--- src/rtl/ex_mem_pipe.sv ---
// EX->MEM pipeline register with a built-in sequencer for multi-cycle DIV/DIVU.
// Holds EX while a divide runs, captures the quotient and remainder, and recovers from a flushed divide.
module ex_mem_pipe (
  input  logic        clk,
  input  logic        rst,
  input  logic        ex_valid_i,
  input  logic [31:0] ex_pc_i,
  input  logic [31:0] ex_aluout_i,
  input  logic [4:0]  ex_waddr_i,
  input  logic        ex_we_i,
  input  logic [31:0] ex_rdata2_i,
  input  logic        ex_ov_i,
  input  logic [1:0]  ex_hilo_we_i,
  input  logic [31:0] ex_hi_i,
  input  logic [31:0] ex_lo_i,
  input  logic        ex_is_div_i,
  input  logic        ex_mult_stall_i,
  input  logic        div_ready_i,
  input  logic [31:0] div_hi_i,
  input  logic [31:0] div_lo_i,
  input  logic        mem_stall_i,
  input  logic        flush_i,
  output logic        div_start_o,
  output logic        ex_stall_o,
  output logic        mem_valid_o,
  output logic [31:0] mem_pc_o,
  output logic [31:0] mem_aluout_o,
  output logic [4:0]  mem_waddr_o,
  output logic        mem_we_o,
  output logic [31:0] mem_wdata_o,
  output logic        mem_ov_o,
  output logic [1:0]  mem_hilo_we_o,
  output logic [31:0] mem_hi_o,
  output logic [31:0] mem_lo_o
);

  typedef enum logic [1:0] {S_IDLE, S_BUSY, S_DONE, S_ABORT} state_e;

  typedef struct packed {
    logic        valid;
    logic [31:0] pc;
    logic [31:0] aluout;
    logic [4:0]  waddr;
    logic        we;
    logic [31:0] wdata;
    logic        ov;
    logic [1:0]  hilo_we;
    logic [31:0] hi;
    logic [31:0] lo;
  } mem_t;

  state_e      state_q, state_d;
  logic [31:0] hold_hi_q, hold_hi_d;
  logic [31:0] hold_lo_q, hold_lo_d;
  mem_t        mem_q, mem_d;

  logic ex_div;
  logic div_req;
  logic pipe_stall;

  assign ex_div  = ex_valid_i & ex_is_div_i;
  assign div_req = ex_div & ~flush_i;

  // Divide sequencer: pipe_stall is every EX hold that is not a downstream stall
  always_comb begin
    state_d     = state_q;
    hold_hi_d   = hold_hi_q;
    hold_lo_d   = hold_lo_q;
    div_start_o = 1'b0;
    pipe_stall  = ex_mult_stall_i;
    case (state_q)
      S_IDLE: begin
        div_start_o = div_req;
        pipe_stall  = ex_mult_stall_i | div_req;
        if (div_req) state_d = S_BUSY;
      end
      S_BUSY: begin
        pipe_stall = 1'b1;
        if (flush_i) begin
          // a ready arriving with the flush is already consumed, so nothing is left to drain
          state_d = div_ready_i ? S_IDLE : S_ABORT;
        end else if (div_ready_i) begin
          hold_hi_d = div_hi_i;
          hold_lo_d = div_lo_i;
          state_d   = S_DONE;
        end
      end
      S_DONE: begin
        if (flush_i || !mem_stall_i) state_d = S_IDLE;
      end
      S_ABORT: begin
        pipe_stall = ex_mult_stall_i | ex_div;
        if (div_ready_i) state_d = S_IDLE;
      end
      default: state_d = S_IDLE;
    endcase
  end

  assign ex_stall_o = mem_stall_i | pipe_stall;

  always_comb begin
    mem_d = mem_q;
    if (flush_i) begin
      mem_d = '0;
    end else if (mem_stall_i) begin
      mem_d = mem_q;
    end else if (pipe_stall || !ex_valid_i) begin
      mem_d = '0;
    end else begin
      mem_d.valid   = 1'b1;
      mem_d.pc      = ex_pc_i;
      mem_d.aluout  = ex_aluout_i;
      mem_d.waddr   = ex_waddr_i;
      mem_d.we      = ex_we_i;
      mem_d.wdata   = ex_rdata2_i;
      mem_d.ov      = ex_ov_i;
      mem_d.hilo_we = ex_hilo_we_i;
      mem_d.hi      = (state_q == S_DONE) ? hold_hi_q : ex_hi_i;
      mem_d.lo      = (state_q == S_DONE) ? hold_lo_q : ex_lo_i;
    end
  end

  // EX -> MEM stage boundary
  always_ff @(posedge clk or negedge rst) begin
    if (!rst) begin
      state_q   <= S_IDLE;
      hold_hi_q <= '0;
      hold_lo_q <= '0;
      mem_q     <= '0;
    end else begin
      state_q   <= state_d;
      hold_hi_q <= hold_hi_d;
      hold_lo_q <= hold_lo_d;
      mem_q     <= mem_d;
    end
  end

  assign mem_valid_o   = mem_q.valid;
  assign mem_pc_o      = mem_q.pc;
  assign mem_aluout_o  = mem_q.aluout;
  assign mem_waddr_o   = mem_q.waddr;
  assign mem_we_o      = mem_q.we;
  assign mem_wdata_o   = mem_q.wdata;
  assign mem_ov_o      = mem_q.ov;
  assign mem_hilo_we_o = mem_q.hilo_we;
  assign mem_hi_o      = mem_q.hi;
  assign mem_lo_o      = mem_q.lo;

endmodule

--- config.mk ---
export PLATFORM = sky130hd
export DESIGN_NAME = ex_mem_pipe
export DESIGN_NICKNAME = d
export VERILOG_FILES = /design/src/rtl/ex_mem_pipe.sv
export SDC_FILE = /design/constraint.sdc
export NUM_CORES = 1
export LEC_CHECK = 0
export BUFFER_PORTS_ARGS = -buffer_cell sky130_fd_sc_hd__buf_2
export CORE_AREA = 2 2 162 164
export DETAILED_ROUTE_END_ITERATION = 7
export DIE_AREA = 0 0 164 166
export GPL_TIMING_DRIVEN = 0
export HOLD_SLACK_MARGIN = 0.02
export PLACE_DENSITY = 0.63
export SLEW_MARGIN = 20
export SYNTH_ARGS = -nofsm -noshare
export SYNTH_HDL_FRONTEND = slang
export SYNTH_SLANG_ARGS = --single-unit
export TNS_END_PERCENT = 10
--- constraint.sdc ---
create_clock -name clk -period 4.75 [get_ports clk]
set_input_delay 0.2375 -clock clk [delete_from_list [all_inputs] [get_ports clk]]
set_output_delay 0.2375 -clock clk [all_outputs]
set_load 0.03 [all_outputs]
==> results_dict.tcl, run 1 <==
set metrics [dict create \
    async_flop_share 1.000 \
    synth_enable_flop_cells 0 \
    syn_area_um2 9285 \
    ys_types 27 \
    maxCapViolCount 0 \
    power_switching_uw 1857 \
    p_sw_frac 0.2955 \
    relSlewSlack 0.3971 \
    grt_usage 0.2192 \
    clk_latency_ps 520 \
    synth-simple-area-share 0.03355 \
    worstSetupPathType "register to register" \
    synthesis.nets 927 \
    firstDrtPassIters 4 \
    path_buf_inv 2 \
    worstMarginPinSlew_ps 904.4 \
    syn_inst 681 \
    rsz0062_at_grt "no" \
    clockPowerShare 0.324 \
    drt_iter0_drc 482 \
    antenna_left 0 \
    avgRoutedWirePerCell_um 17.77 \
    finalSetupViolations 0 \
    synth_top_family_by_area "multiplexers" \
    hpwl_um 19940 \
    outcome "finished, final reports clean" \
    gr-total-overflow 0 \
    ctsHtreeMaxLevel 1 \
    io_buffers 412 \
    postRouteWirelength_um 30330 \
    crit_required_ps 5150 \
    seqPwrFrac 0.420 \
    clockBufferDepth 3 \
    ios 413 \
    design_area_um2 14990 \
    layout.cells.non_filler 1707 \
    cts_setup_buffers 0 \
    grt_pass1_wl_um 47510 \
    start_util 0.3625 \
    drive_gt1_frac 0.4019 \
    placedCellCount 1430 \
    synth.top_cell.area_share 0.6360 \
    via_count 8200 \
    antenna_found_initial 1 \
    synth.most_common_cell "dfrtp_1" \
    clock-sinks 236 \
    numCtsBuffers 27 \
    max_freq_ghz 0.4473 \
    ys.flop_type "dfrtp_1" \
    ctsResizeCount 0 \
    cp-start-kind "register" \
    p_leak_uw 0.007645 \
    hp-class "input pin to register" \
    finalNetCount 1599 \
    fp.coreArea_um2 25620 \
    slew_violations 0 \
    ys_ff_latch 236 \
    ys_seq_area_frac 0.6360 \
    cp_max_fo 10 \
    fin_skew_ps 13.31 \
    die_w_um 164 \
    period_needed_ps 2236 \
    synthTopCellsByCount "dfrtp_1, a22o_1, nand2_1" \
    grt_max_degree 99 \
    internal-power_uw 4426 \
    fp.dieH_um 166 \
    power_frac_comb 0.257 \
    grt_pass1_vias 8874 \
    period_share 0.4707 \
    placementRows 59 \
    cts_tree "done" \
    powerDensity_nw_per_um2 419.1 \
    synthMuxAreaShare 0.1498 \
    cp_cell_sequence "inv_1, ha_1, nor2b_1, nand2_1, buf_2, mux2_2" \
    netlist_top_cells_area "dfrtp_1, a22o_1, mux2_2" \
    crit_family "simple AND/OR/NAND/NOR gates" \
    hold_viol 0 \
    irDropWorstVdd_v 0.0002825 \
    yosysTopAreaCell "dfrtp_1" \
    gp_congestion 0.8223 \
    drc 0 \
    synth_xor_area_frac 0 \
    synth_compound_area_frac 0.1393 \
    cpMaxStageDelayCell "nand2_1" \
    root_buffer "clkbuf_16" \
    die-area_um2 27220 \
    synth_warnings 0 \
    synthAdderAreaFrac 0.006738 \
    cpPeakStageDelay_ps 430 \
    areaGrowthSynthToFinish_pct 61.46 \
    syn_avg_cell_area_um2 13.63 \
    place_area_um2 11830 \
    cts.clk_slew.worst_paths_ps 60 \
    endpoint_kind "register" \
    crit_arrival_ps 2630 \
    via_per_inst 4.804 \
]
## cell families (layout without fill, tap and decap cells)
group | Yosys count | in the layout
buffers and inverters | 56 | 746
multiplexers | 131 | 131
AO/OA/AOI/OAI | 176 | 176
other | 0 | 1
AND/OR/NAND/NOR | 77 | 77
flip-flops | 236 | 236
adder cells (fa/ha/maj) | 5 | 5
## cells in the final DEF (no fill, tap or decap), drive strengths merged
cell	count
nand3b	2
nor2b	1
nor3b	1
inv	5
dlygate4sd3	229
diode	1
nor2	2
mux2i	67
buf	445
nand2	68
a311oi	1
nand2b	2
dfrtp	236
clkbuf	62
o21ai	66
o21a	1
mux2	64
a22oi	1
a31oi	1
bufinv	2
ha	5
clkinv	3
and2b	1
a22o	105
o21bai	1
## repair_timing
action / 4_1_cts / 5_1_grt
endpoints found under the hold margin: 281 / 0
endpoints found under the setup margin: 0 / 0
hold buffers: 229 / 0
## routing by layer
metal | wire length (µm) | vias up | share of wire | GRT usage
li1 | - | 3797 | - | -
met1 | 12130 | 3977 | 0.40 | 0.2729
met5 | 0 | - | 0 | 0
met4 | 1152 | 0 | 0.038 | 0.08467
met2 | 14980 | 343 | 0.49 | 0.3723
met3 | 2069 | 83 | 0.068 | 0.04570
## sequential cells by signal, summed over array words and instances, names as in the netlist, 5 cells and up
| signal | flops |
|---|---|
| hold_hi_q | 32 |
| hold_lo_q | 32 |
| mem_aluout_o | 32 |
| mem_hi_o | 32 |
| mem_lo_o | 32 |
| mem_pc_o | 32 |
| mem_wdata_o | 32 |
| mem_waddr_o | 5 |
## worst register-to-register path: cells and delay by family (launching register included)
family / cells / cell delay, ps
adder cells (fa/ha/maj): 1 / 250
buffers and inverters: 2 / 530
flip-flops: 1 / 360
multiplexers: 1 / 380
AND/OR/NAND/NOR: 2 / 590
## power by group through the flow
stage          sequential, µW  combinational, µW  clock, µW
3_5_place_dp             2660               1460          0
6_report                 2640               1610       2030
2_1_floorplan            2880                738          0
3_3_place_gp             2650               1430          0
5_1_grt                  2690               1740       2190
4_1_cts                  2630               1620       2090
## cell type report
class | count | area (µm²)
Antenna cell | 1 | 2.502
Buffer | 52 | 305.3
Clock buffer | 41 | 778.2
Clock inverter | 6 | 87.58
Fill cell | 2048 | 10620
Inverter | 4 | 15.01
Multi-Input combinational cell | 389 | 3059
Sequential cell | 236 | 5906
Tap cell | 335 | 419.2
Timing Repair Buffer | 643 | 4419
## metrics by stage
| step | power (µW) | utilization | worst slack (ps) | setup TNS (ps) | hold WS (ps) |
|---|---|---|---|---|---|
| after floorplan | 3618 | - | 3005 | 0 | -58.09 |
| after CTS | 6335 | 0.5852 | 2428 | 0 | 20.99 |
| after global routing | 6620 | 0.5853 | 2331 | 0 | 43.05 |
| after detailed placement | 4127 | 0.4619 | 2441 | 0 | 195.7 |
| final | 6283 | 0.5853 | 2514 | 0 | 39.98 |
| after global placement | 4076 | 0.4593 | -857.1 | -195260 | 455.0 |
## path summary, 6_finish.rpt
path	startpoint	endpoint	slack (ps)	cells after the start
setup reg to reg	state_q[1]	hold_lo_q[1]	2510	6
max in group asynchronous	rst	mem_waddr_o[2]	3650	3
min in group asynchronous	rst	mem_hi_o[15]	260	2
hold / removal	ex_lo_i[3]	mem_lo_o[3]	40	3
hold reg to reg	mem_hi_o[21]	mem_hi_o[21]	470	2
setup / recovery	state_q[1]	hold_lo_q[1]	2510	6
No activity file was read; power rests on OpenSTA's default activity.
==> run 2: changes to the inputs <==
Clock period 4.75 ns to 2.1 ns, I/O delays scaled along.
==> run 2 against run 1 <==
  * Sequential share of layout area decreased by 0.30 points
  * Via count increased by 0.65%
  * First-iteration DRC count increased by 5.0%
  * Global-route usage increased by 0.056 points
  * Register-to-register slack got worse by 2400 ps
  * Clock power increased by 130%
  * Worst setup slack got worse by 2400 ps
  * Sequential power increased by 130%
  * Combinational power increased by 130%
  * Critical path depth decreased by 1
  * Power increased by 130%
  * Critical endpoint is now ex_stall_o
==> results_dict.tcl, run 2 (same netlist as run 1, synthesis figures left out) <==
set metrics [dict create \
    fp.dieH_um 166 \
    ios 413 \
    firstDrtPassIters 4 \
    clockBufferDepth 3 \
    hold_viol 0 \
    layout.cells.non_filler 1713 \
    gr-total-overflow 0 \
    grt_pass1_wl_um 47700 \
    slew_violations 0 \
    gp_congestion 0.8223 \
    drt_iter0_drc 506 \
    fillers 2037 \
    endpoint_kind "primary output" \
    via_per_inst 4.818 \
    n_antenna_cell 0 \
    areaGrowthSynthToFinish_pct 62.70 \
    multiInputGateArea_um2 3073 \
    placementRows 59 \
    period_needed_ps 2010 \
    grt_usage 0.2197 \
    cp-start-kind "register" \
    seq_area_um2 5906 \
    grt_pass1_vias 8911 \
    die-area_um2 27220 \
    cts_setup_buffers 0 \
    numCtsBuffers 27 \
    root_buffer "clkbuf_16" \
    maxCapViolCount 0 \
    finalNetCount 1606 \
    design_area_um2 15110 \
    whs_ps 136.3 \
    rsz0062_at_grt "yes" \
    hpwl_um 19940 \
    power_uw 14260 \
    clk_latency_ps 520 \
    worstSetupPathType "register to primary output" \
    io_buffers 412 \
    relSlewSlack 0.4787 \
    antenna_found_initial 0 \
    placedCellCount 1430 \
    die_w_um 164 \
    finalSetupViolations 0 \
    setup_tns_ps 0 \
    cts.clk_slew.worst_paths_ps 60 \
    period_share 0.9572 \
    p_leak_uw 0.007689 \
    irDropWorstVdd_v 0.0006363 \
    cp_max_fo 3 \
    crit_required_ps 2000 \
    place_area_um2 11830 \
    hp-class "input pin to async pin" \
    start_util 0.3625 \
    layout_common_cells "buf_2, dlygate4sd3_1, dfrtp_1" \
    crit_arrival_ps 1910 \
    worstMarginPinSlew_ps 782.0 \
    fp.coreArea_um2 25620 \
    grt_max_degree 99 \
    ctsHtreeMaxLevel 1 \
    clock-sinks 236 \
    outcome "finished, final reports clean" \
    powerDensity_nw_per_um2 944.1 \
    drive_gt1_frac 0.4028 \
    drc 0 \
    fin_skew_ps 10.48 \
    postRouteWirelength_um 30450 \
    cts_tree "done" \
    avgRoutedWirePerCell_um 17.78 \
    max_freq_ghz 0.4975 \
    antenna_left 0 \
    final_common_cell "buf_2" \
    via_count 8253 \
]
run 2: cell types whose count changed in the layout (fill, tap and decap cells not counted), moves of 3 or more:
| cell | change |
|---|---|
| clkbuf_4 | +7 |
| clkbuf_2 | -3 |
| o21ai_1 | +6 |
| dlygate4sd3_1 | +8 |
| o21ai_0 | -6 |
| buf_2 | -5 |
run 2: path summary, 6_finish.rpt:
check / start / endpoint / slack, ps / depth (start not counted)
max: state_q[0] / ex_stall_o / 90 / 5
min: rst / mem_hi_o[15] / 140 / 2
max reg2reg: state_q[0] / mem_hi_o[2] / 120 / 6
min reg2reg: mem_lo_o[18] / mem_lo_o[18] / 480 / 2
max in group asynchronous: rst / mem_aluout_o[13] / 1110 / 3
min in group clk: ex_valid_i / state_q[0] / 210 / 5
run 2: stage by stage:
stage	utilization	worst slack, ps
floorplan	-	354.5
global placement	0.4593	-3375
detailed placement	0.4619	-208.7
CTS	0.5888	-1.323
global route	0.5898	-43.50
finish	0.5898	89.88
run 2: what timing repair did:
action	CTS	global route
endpoints found under the hold margin	471	0
hold buffers	237	0
endpoints found under the setup margin	62	178
pin swaps	0	1
gates resized for setup	4	19
run 2: final cells by class:
cell class / instances / area share
clock buffer: 41 / 0.05152
sequential: 236 / 0.3909
multi-input combinational: 389 / 0.2034
buffer: 51 / 0.02178
clock inverter: 6 / 0.005798
timing repair buffer: 651 / 0.2978
tap: 335 / 0.02775
inverter: 4 / 0.0009939
run 2: worst max-delay path, cell delays in order (launching register included):
cell,delay [ps]
dfrtp_1,400
ha_1,230
nand2b_1,160
a311oi_2,290
o21bai_1,120
buf_2,190
run 2: metal layers:
metal	share of wire	global-route usage	vias up
met5	0	0	-
met4	0.034	0.08047	0
met3	0.063	0.04496	77
met2	0.50	0.3754	328
met1	0.41	0.2741	4033
li1	-	-	3815
run 2: report_power, final:
part / internal (µW) / switching [µW]
sequential: 5490 / 481
clock: 2780 / 1810
combinational: 1780 / 1920
